<file path="src/rtl/pss_search_controller.sv">
// -----------------------------------------------------------------------------
// pss_search_controller
//
// Sequences PSS detection on top of three parallel PSS correlators (one per
// N_id_2). A free search runs until any correlator magnitude crosses the
// threshold. The peak is then refined over a hold window of HOLD_LEN beats and
// reported. After that the block tracks the locked N_id_2 only, inside a
// +/-WINDOW_HALF beat window around the expected SSB position, one SSB_PERIOD
// after the last accepted peak. MAX_MISS consecutive empty windows declare
// loss of lock and the block falls back to the free search.
//
// Ports
//   clk_i              clock
//   reset_ni           synchronous reset, active low
//   s_axis_corr_tdata  {corr2, corr1, corr0}, unsigned magnitudes, one per beat
//   s_axis_corr_tvalid beat valid
//   threshold_i        detection threshold, compared live (strictly greater)
//   detect_valid_o     1-cycle pulse: peak report
//   N_id_2_o           detected / locked N_id_2 (0..2)
//   peak_pos_o         beat index of the reported peak
//   peak_val_o         magnitude of the reported peak
//   lost_o             1-cycle pulse: lock lost
//   window_o           high while the tracking window is open
//   state_o            FSM state: 0 SEARCH, 1 HOLD, 2 TRACK_WAIT, 3 TRACK_WIN
//
// Handshake: the correlator stream is valid-only. A beat is any cycle with
// s_axis_corr_tvalid=1; there is no ready, so every valid beat is consumed on
// the clock edge where it is presented. Cycles without tvalid freeze the FSM
// and every counter; only the one-cycle pulses fall back to 0.
// -----------------------------------------------------------------------------
module pss_search_controller #(
    parameter int CORR_DW     = 24,
    parameter int CNT_DW      = 17,
    parameter int SSB_PERIOD  = 76800,
    parameter int HOLD_LEN    = 16,
    parameter int WINDOW_HALF = 8,
    parameter int MAX_MISS    = 3
) (
    input  logic                   clk_i,
    input  logic                   reset_ni,
    input  logic [3*CORR_DW-1:0]   s_axis_corr_tdata,
    input  logic                   s_axis_corr_tvalid,
    input  logic [CORR_DW-1:0]     threshold_i,
    output logic                   detect_valid_o,
    output logic [1:0]             N_id_2_o,
    output logic [CNT_DW-1:0]      peak_pos_o,
    output logic [CORR_DW-1:0]     peak_val_o,
    output logic                   lost_o,
    output logic                   window_o,
    output logic [1:0]             state_o
);

    typedef enum logic [1:0] {
        ST_SEARCH     = 2'd0,
        ST_HOLD       = 2'd1,
        ST_TRACK_WAIT = 2'd2,
        ST_TRACK_WIN  = 2'd3
    } state_e;

    localparam int HOLD_W = (HOLD_LEN > 1) ? $clog2(HOLD_LEN) : 1;
    localparam int MISS_W = (MAX_MISS > 1) ? $clog2(MAX_MISS) : 1;

    localparam logic [HOLD_W-1:0] HOLD_LAST = HOLD_W'(HOLD_LEN - 1);
    localparam logic [MISS_W-1:0] MISS_LAST = MISS_W'(MAX_MISS - 1);

    // Offsets from the anchor P, all taken modulo 2^CNT_DW.
    localparam logic [CNT_DW-1:0] PERIOD_OFS  = CNT_DW'(SSB_PERIOD);
    localparam logic [CNT_DW-1:0] WAIT_OFS    = CNT_DW'(SSB_PERIOD - WINDOW_HALF - 1);
    localparam logic [CNT_DW-1:0] WIN_END_OFS = CNT_DW'(SSB_PERIOD + WINDOW_HALF);

    // ------------------------------------------------------------------
    // Registers
    // ------------------------------------------------------------------
    state_e              state_q,    state_d;
    logic [CNT_DW-1:0]   beat_q,     beat_d;      // index of the next beat
    logic [HOLD_W-1:0]   hold_cnt_q, hold_cnt_d;
    logic [MISS_W-1:0]   miss_q,     miss_d;
    logic [CNT_DW-1:0]   anchor_q,   anchor_d;    // P: position of the last peak
    logic [CORR_DW-1:0]  best_val_q, best_val_d;
    logic [1:0]          best_nid_q, best_nid_d;
    logic [CNT_DW-1:0]   best_pos_q, best_pos_d;
    logic                detect_q,   detect_d;
    logic                lost_q,     lost_d;
    logic [1:0]          nid_q,      nid_d;
    logic [CNT_DW-1:0]   pos_q,      pos_d;
    logic [CORR_DW-1:0]  val_q,      val_d;

    // ------------------------------------------------------------------
    // Per-beat datapath
    // ------------------------------------------------------------------
    logic [CORR_DW-1:0] corr0, corr1, corr2;
    logic [CORR_DW-1:0] beat_max_val;
    logic [1:0]         beat_max_nid;
    logic [CORR_DW-1:0] locked_corr;
    logic [CNT_DW-1:0]  wait_target;
    logic [CNT_DW-1:0]  win_end_target;

    assign corr0 = s_axis_corr_tdata[0*CORR_DW +: CORR_DW];
    assign corr1 = s_axis_corr_tdata[1*CORR_DW +: CORR_DW];
    assign corr2 = s_axis_corr_tdata[2*CORR_DW +: CORR_DW];

    // Strict comparisons in ascending N_id_2 order: a tie keeps the lower index.
    always_comb begin
        beat_max_val = corr0;
        beat_max_nid = 2'd0;
        if (corr1 > beat_max_val) begin
            beat_max_val = corr1;
            beat_max_nid = 2'd1;
        end
        if (corr2 > beat_max_val) begin
            beat_max_val = corr2;
            beat_max_nid = 2'd2;
        end
    end

    // While tracking only the correlator of the locked N_id_2 is considered.
    always_comb begin
        case (nid_q)
            2'd0:    locked_corr = corr0;
            2'd1:    locked_corr = corr1;
            default: locked_corr = corr2;
        endcase
    end

    assign wait_target    = anchor_q + WAIT_OFS;
    assign win_end_target = anchor_q + WIN_END_OFS;

    // ------------------------------------------------------------------
    // Next-state / output logic
    // ------------------------------------------------------------------
    always_comb begin
        state_d    = state_q;
        beat_d     = beat_q;
        hold_cnt_d = hold_cnt_q;
        miss_d     = miss_q;
        anchor_d   = anchor_q;
        best_val_d = best_val_q;
        best_nid_d = best_nid_q;
        best_pos_d = best_pos_q;
        nid_d      = nid_q;
        pos_d      = pos_q;
        val_d      = val_q;
        detect_d   = 1'b0;
        lost_d     = 1'b0;

        if (s_axis_corr_tvalid) begin
            beat_d = beat_q + 1'b1;

            case (state_q)
                ST_SEARCH: begin
                    if (beat_max_val > threshold_i) begin
                        best_val_d = beat_max_val;
                        best_nid_d = beat_max_nid;
                        best_pos_d = beat_q;
                        hold_cnt_d = '0;
                        state_d    = ST_HOLD;
                    end
                end

                ST_HOLD: begin
                    if (beat_max_val > best_val_q) begin
                        best_val_d = beat_max_val;
                        best_nid_d = beat_max_nid;
                        best_pos_d = beat_q;
                    end
                    // The last hold beat still takes part in refinement, so
                    // the report uses the already-updated best.
                    if (hold_cnt_q == HOLD_LAST) begin
                        detect_d = 1'b1;
                        nid_d    = best_nid_d;
                        pos_d    = best_pos_d;
                        val_d    = best_val_d;
                        anchor_d = best_pos_d;
                        miss_d   = '0;
                        state_d  = ST_TRACK_WAIT;
                    end else begin
                        hold_cnt_d = hold_cnt_q + 1'b1;
                    end
                end

                ST_TRACK_WAIT: begin
                    if (beat_q == wait_target) begin
                        best_val_d = '0;
                        best_nid_d = '0;
                        best_pos_d = '0;
                        state_d    = ST_TRACK_WIN;
                    end
                end

                ST_TRACK_WIN: begin
                    if (locked_corr > best_val_q) begin
                        best_val_d = locked_corr;
                        best_pos_d = beat_q;
                    end
                    if (beat_q == win_end_target) begin
                        if (best_val_d > threshold_i) begin
                            detect_d = 1'b1;
                            pos_d    = best_pos_d;
                            val_d    = best_val_d;
                            anchor_d = best_pos_d;
                            miss_d   = '0;
                            state_d  = ST_TRACK_WAIT;
                        end else if (miss_q == MISS_LAST) begin
                            // N_id_2 and peak outputs intentionally keep
                            // their last reported values.
                            lost_d  = 1'b1;
                            miss_d  = '0;
                            state_d = ST_SEARCH;
                        end else begin
                            // Flywheel: advance the anchor one period as if
                            // the SSB had been seen exactly where expected.
                            miss_d   = miss_q + 1'b1;
                            anchor_d = anchor_q + PERIOD_OFS;
                            state_d  = ST_TRACK_WAIT;
                        end
                    end
                end

                default: state_d = ST_SEARCH;
            endcase
        end
    end

    // ------------------------------------------------------------------
    // State register
    // ------------------------------------------------------------------
    always_ff @(posedge clk_i) begin
        if (!reset_ni) begin
            state_q    <= ST_SEARCH;
            beat_q     <= '0;
            hold_cnt_q <= '0;
            miss_q     <= '0;
            anchor_q   <= '0;
            best_val_q <= '0;
            best_nid_q <= '0;
            best_pos_q <= '0;
            detect_q   <= 1'b0;
            lost_q     <= 1'b0;
            nid_q      <= '0;
            pos_q      <= '0;
            val_q      <= '0;
        end else begin
            state_q    <= state_d;
            beat_q     <= beat_d;
            hold_cnt_q <= hold_cnt_d;
            miss_q     <= miss_d;
            anchor_q   <= anchor_d;
            best_val_q <= best_val_d;
            best_nid_q <= best_nid_d;
            best_pos_q <= best_pos_d;
            detect_q   <= detect_d;
            lost_q     <= lost_d;
            nid_q      <= nid_d;
            pos_q      <= pos_d;
            val_q      <= val_d;
        end
    end

    assign detect_valid_o = detect_q;
    assign lost_o         = lost_q;
    assign N_id_2_o       = nid_q;
    assign peak_pos_o     = pos_q;
    assign peak_val_o     = val_q;
    assign window_o       = (state_q == ST_TRACK_WIN);
    assign state_o        = state_q;

endmodule

</file>
<file path="config.mk">
export PLATFORM = sky130hd
export DESIGN_NAME = pss_search_controller
export DESIGN_NICKNAME = d
export VERILOG_FILES = /design/src/rtl/pss_search_controller.sv
export SDC_FILE = /design/constraint.sdc
export NUM_CORES = 1
export LEC_CHECK = 0
export CAP_MARGIN = 20
export CORE_MARGIN = 5
export CORE_UTILIZATION = 45
export DETAILED_ROUTE_END_ITERATION = 8
export DONT_BUFFER_PORTS = 1
export PLACE_DENSITY = 0.68
export SETUP_SLACK_MARGIN = 0.5
export SYNTH_ARGS = -nofsm -noshare
export SYNTH_HDL_FRONTEND = slang
export SYNTH_SLANG_ARGS = --single-unit
export TNS_END_PERCENT = 30
</file>
<file path="constraint.sdc">
create_clock -name clk_i -period 21.2 [get_ports clk_i]
set_input_delay 4.24 -clock clk_i [delete_from_list [all_inputs] [get_ports clk_i]]
set_output_delay 4.24 -clock clk_i [all_outputs]
set_load 0.03 [all_outputs]
</file>
* After elaboration in Yosys (flattened, before gate mapping) *
Index checks and enable logic that the tools add are counted.

storage, ports and cells
  register bits after elaboration = 130
  output and inout port bits = 48

cells by class
  $add $sub $neg = 6
  order comparisons = 6
  eq/ne operators = 15
  multiplexer cells = 53
  bitwise logic cells = 4
  reduce and logical (&&, ||, !) cells = 15

operators with widths
  cell                                           count
  2-to-1 mux 24 bit                              11
  2-to-1 mux 17 bit                              10
  greater-than comparator 24 bit                 6
  one-hot mux 24 bit (2 select lines)            2
  one-hot mux 24 bit (4 select lines)            1
  one-hot mux 17 bit (2 select lines)            2
  one-hot mux 17 bit (4 select lines)            1
  adder 17 bit, second input constant            3
  == test 17 bit                                 2
  2-to-1 mux 2 bit                               14
  adder 17 x 1 -> 17 bit, second input constant  1
  AND reduction 5 bit                            3
  AND reduction 4 bit                            3
  2-to-1 mux 4 bit                               2
  != test 2 bit, second input constant           4
  one-hot mux 2 bit (4 select lines)             1
  one-hot mux 4 bit (2 select lines)             1
  == test 2 bit, second input constant           3
  one-hot mux 2 bit (3 select lines)             1
  AND reduction 3 bit                            2
  2-to-1 mux 1 bit                               5
  OR reduction 5 bit                             1
  adder 4 x 1 -> 4 bit, second input constant    1
  == test 2 x 1 -> 1 bit, second input constant  2
  11 further kinds                               17

* Longest topological paths before layout *
  depth in word-level cells = 10
  depth in mapped cells = 33

* Worst setup path after synthesis *
OpenSTA, ideal clock, no wires.

  path kind = input -> register
  from = input port s_axis_corr_tdata[23]
  to = register anchor_q[6]
  library setup time = 134 ps
  data arrival time = 11017 ps
  required time = 21066 ps
  path slack = 10049 ps
  stages on the path = 32
  buffers on the path = 7
  path through = inv_1 ha_1 nand4_1 or4_1 clkbuf_1 or3_1 clkbuf_1 clkbuf_1 clkbuf_1 nand2_1 mux2i_1 nor2_1 ha_1 a21oi_1 o21ai_0 a221oi_1 o2111ai_1 and2_1 clkbuf_1 buf_1 o31ai_1 inv_1 ha_1 nand4_1 nor4_1 o31ai_1 o21ai_0 o21ai_1 mux2i_2 buf_2 mux2i_1 a211oi_1

on the way
  word-level cells in the longest chain between the ends = 9
  elaborated cells on any way between the ends = 19
  those cells by class = order compare: 5; eq/ne: 1; mux: 12; reduce/logical: 1

ends and longest elaborated chain
  what                                                                    RTL line  text
  from (decl)                                                             41        input logic [3*CORR_DW-1:0] s_axis_corr_tdata,
  branches (longest 9 deep; another with greater-than comparator 24 bit)  n/a
  to (signal assigned)                                                    247       anchor_q <= anchor_d;
  to (decl)                                                               78        logic [CNT_DW-1:0] anchor_q, anchor_d;

Several ways; the timed one is not identified. The select of a mux whose other input is x is not followed.
A chain may end at the register's enable or synchronous reset.

* Final worst setup path *
  from = input port s_axis_corr_tdata[23]
  to = register best_val_q[1]

on the way
  word-level cells in the longest chain between the ends = 7
  elaborated cells on any way between the ends = 16
  those cells by class = order compare: 5; eq/ne: 1; mux: 9; reduce/logical: 1

ends and longest elaborated chain
  what                                                                        RTL line  text
  greater-than comparator 24 bit                                              106       if (corr1 > beat_max_val) begin
  2-to-1 mux 24 bit                                                           106
  greater-than comparator 24 bit                                              110       if (corr2 > beat_max_val) begin
  2-to-1 mux 24 bit                                                           110
  greater-than comparator 24 bit, on equally long branches                    161, 151
  2-to-1 mux 24 bit or != test 2 bit (tied branches)                          n/a
  one-hot mux 24 bit (4 select lines) or AND reduction 3 bit (tied branches)  n/a
  to (signal assigned)                                                        248       best_val_q <= best_val_d;
  to (decl)                                                                   79        logic [CORR_DW-1:0] best_val_q, best_val_d;

Parallel ways exist; a longest one is shown, timed or not. The select of a mux whose other input is x is not followed.

==> summary.md <==
| Metric | Value |
|---|---|
| Status | `finished, final reports clean` |
| Final Hold Fails | `0` |
| Synth Register Bits | `130` |
| Most common library cells after synthesis | `nand2_1 (173), ha_1 (156), dfxtp_1 (130)` |
| Clk slew on worst S/H paths | `0.06 ns` |
| Antenna diode count | `0` |
| Async SR Flop Fraction | `0%` |
| WS Path Type | `in -> reg` |
| CP top delay family | `compound AO/OA/AOI/OAI gates` |
| Number of port buffers | `0` |
| Fin nets | `1,887` |
| Met2 routed WL | `19,200 um` |
| Hold path depth | `1` |
| Largest net degree at the start of global routing | `79` |
| Slowest-stage cell, CP | `or4_1` |
| Lkg Pwr | `5.59 nW` |
| Post-CTS Resized | `0` |
| Postcts setup bufs | `0` |
| Synth Net Count | `1,976` |
| CTS tree | `done` |
| Min-Delay Path Class | `reg -> reg` |
| Critical path depth | `28` |
| Tcrit/Tclk final | `64.3%` |
| Synthesis warning total | `0` |
| DR DRC count | `0` |
| Count leader, synth | `nand2_1` |
| Yosys top cell area share | `20.0%` |
| Slew Limit Headroom | `25.9%` |
| First DRT Iteration DRCs | `1,231` |
| Final Setup Violations | `0` |
| Antenna violations before repair | `0` |
| Initial Util | `45.4%` |
| Worst setup EP type | `flip-flop` |
| Final Skew | `0.0130 ns` |
| Detail Placement HPWL | `31,700 um` |
| Root Buffer | `clkbuf_16` |
| CP Buf/Inv Count | `6` |
| Worst hold slack | `0.474 ns` |
| Row count | `62` |
| WL met1 | `18,200 um` |
| Setup crit start kind | `input pin` |
| Max-Cap Viols | `0` |
| Post-synth EDFFs | `0` |
| Initial DRT Pass Iterations | `5` |
| Die H | `180 um` |
| PD cells | `77.8 nW/um^2` |
| Share of layout cells above drive strength 1 | `5.05%` |
| Final WS setup | `7.57 ns` |
| Req. time, crit path | `21.51 ns` |
| Routed len/inst | `20.8 um` |
| Setup TNS | `0 ns` |
| WL final | `42,200 um` |
| Avg Inst Size Synth | `7.56 um^2` |
| Measured slew at the worst slew-check pin | `1.11 ns` |
| Area Growth Syn to Fin | `6.05%` |
| GRT Overall Usage | `24.7%` |
| Max stage delay on crit path | `1.03 ns` |
| Synth Flop Type | `dfxtp_1` |
| Total CTS buffers | `17` |
| First-pass GRT wire length | `66,800 um` |
| Core ar. | `28,600 um^2` |
| CP Data Arrival Time | `13.94 ns` |
| Routability cong. | `0.927` |
| Htree depth | `4` |
| Hold_buf cts | `0` |
| Clock sinks | `130` |
| Via Count | `12,916` |
| Met3 WL | `3600 um` |
| Maximum clock path buffer count | `2` |
| Cell Area, Synth | `13,000 um^2` |
| Top cells by area, synth | `dfxtp_1 (20%), ha_1 (15%), mux2i_1 (5.3%), nand2_1 (5.0%), o21ai_0 (4.6%)` |
| Peak VDD IR | `0.0517 mV` |
| Vias in the first global route | `12,175` |
| Skew-Pair Late Insertion Delay | `0.43 ns` |
| Achievable frequency | `73.4 MHz` |
| Seq/Total Area, Yosys | `20.0%` |
| Inst Count DP | `1,995` |
| Die area | `32,400 um^2` |
| Final core occ | `48.2%` |
| CP Max Fanout | `64` |
| FF-to-FF setup slack | `13.23 ns` |
| RSZ-0062 raised after global routing | `no` |
| Cells on worst reg2reg path | `19` |
| Pre-CTS WS | `7.13 ns` |
| Overflow after GRT | `0` |
| Slew Limit Fails | `0` |
| Post-route minimum period | `13.63 ns` |
| Die width | `180 um` |
| Syn Inst Count | `1,721` |
| Synth unique cells | `79` |
| Finished Layout Cells | `2,029` |
| I/O Pins | `147` |
| Via-per-instance ratio | `6.37` |
| Final ANT Viol Nets | `0` |
| Cell taking the most area after synthesis | `dfxtp_1` |
| Max Used Layer | `met4` |
| Filler instances | `2,794` |
[worst register-to-register path, stage by stage (launching register included)]
cell and delay (ns):
dfxtp_2 0.98, mux2i_1 0.35, o21ai_0 0.23, ha_1 0.43, nand4_1 0.18, nor4_1 0.53, o211ai_1 0.22, and4b_1 0.26
nor2_1 0.51, buf_4 0.37, o21ai_0 0.20, ha_1 0.37, nand4_1 0.28, nor4_1 0.58, o311ai_0 0.25, a31oi_1 0.75
a31o_2 0.31, buf_4 0.64, o211a_1 0.36, a22o_1 0.11
[flip-flops by register name (all words and copies together), names as in the netlist]
register	count
N_id_2_o	2
anchor_q	17
beat_q	17
best_nid_q	2
best_pos_q	17
best_val_q	24
detect_valid_o	1
hold_cnt_q	4
lost_o	1
miss_q	2
peak_pos_o	17
peak_val_o	24
state_o	2
[worst paths after layout]
path / start / end
max reg2reg: N_id_2_o[0] / peak_val_o[4]
min reg2reg: best_pos_q[6] / best_pos_q[6]
min: best_pos_q[6] / best_pos_q[6]
max: s_axis_corr_tdata[23] / best_val_q[1]
[cells by family after synthesis]
group                    share of synthesized area (%)
AO/OA/AOI/OAI                                     28.2
buffers and inverters                             7.45
flip-flops                                        20.0
XOR/XNOR                                          3.47
AND/OR/NAND/NOR                                   20.2
adder cells (fa/ha/maj)                           15.0
multiplexers                                      5.68
[per-layer routing]
metal | global-route usage (%) | vias up
met5 | 0 | -
met4 | 7.95 | 0
met3 | 6.14 | 82
met2 | 40.2 | 523
met1 | 32.2 | 6096
li1 | - | 6215
[placed cells by master (no fill, tap or decap), types with 26 or more instances in the layout]
| cell | netlist | layout |
|---|---|---|
| xor2_1 | 28 | 28 |
| inv_1 | 119 | 118 |
| o31ai_1 | 28 | 28 |
| nand3_1 | 99 | 99 |
| a21oi_1 | 102 | 101 |
| nor3_1 | 28 | 26 |
| dfxtp_1 | 130 | 128 |
| a22o_1 | 64 | 64 |
| ha_1 | 156 | 155 |
| o21ai_0 | 120 | 120 |
| nand2_1 | 173 | 173 |
| a211oi_1 | 43 | 43 |
| mux2i_1 | 69 | 69 |
| nand4_1 | 34 | 34 |
| nor2_1 | 106 | 105 |
| o221ai_1 | 47 | 47 |
[through the flow]
step	total power, mW	area (um^2)
floorplan	0.630	13000
global placement	0.745	13200
detailed placement	0.757	13200
CTS	1.06	13800
global route	1.14	13800
finish	1.07	13800
[power by group]
group	internal, mW	switching [mW]	leakage, nW	total [mW]
clock network	0.180	0.127	0.288	0.307
logic	0.174	0.318	4.25	0.491
registers	0.259	0.0150	1.05	0.274
[area by class of cell]
cell class                 count  area [um^2]  share of cell area, %
tap                          384          480                   3.48
clock inverter                14          166                   1.21
multi-input combinational   1344         9480                   68.8
timing repair buffer          20          170                   1.23
inverter                     119          447                   3.24
sequential                   130         2610                   18.9
clock buffer                  18          439                   3.18
No activity file was read; power rests on OpenSTA's default activity.
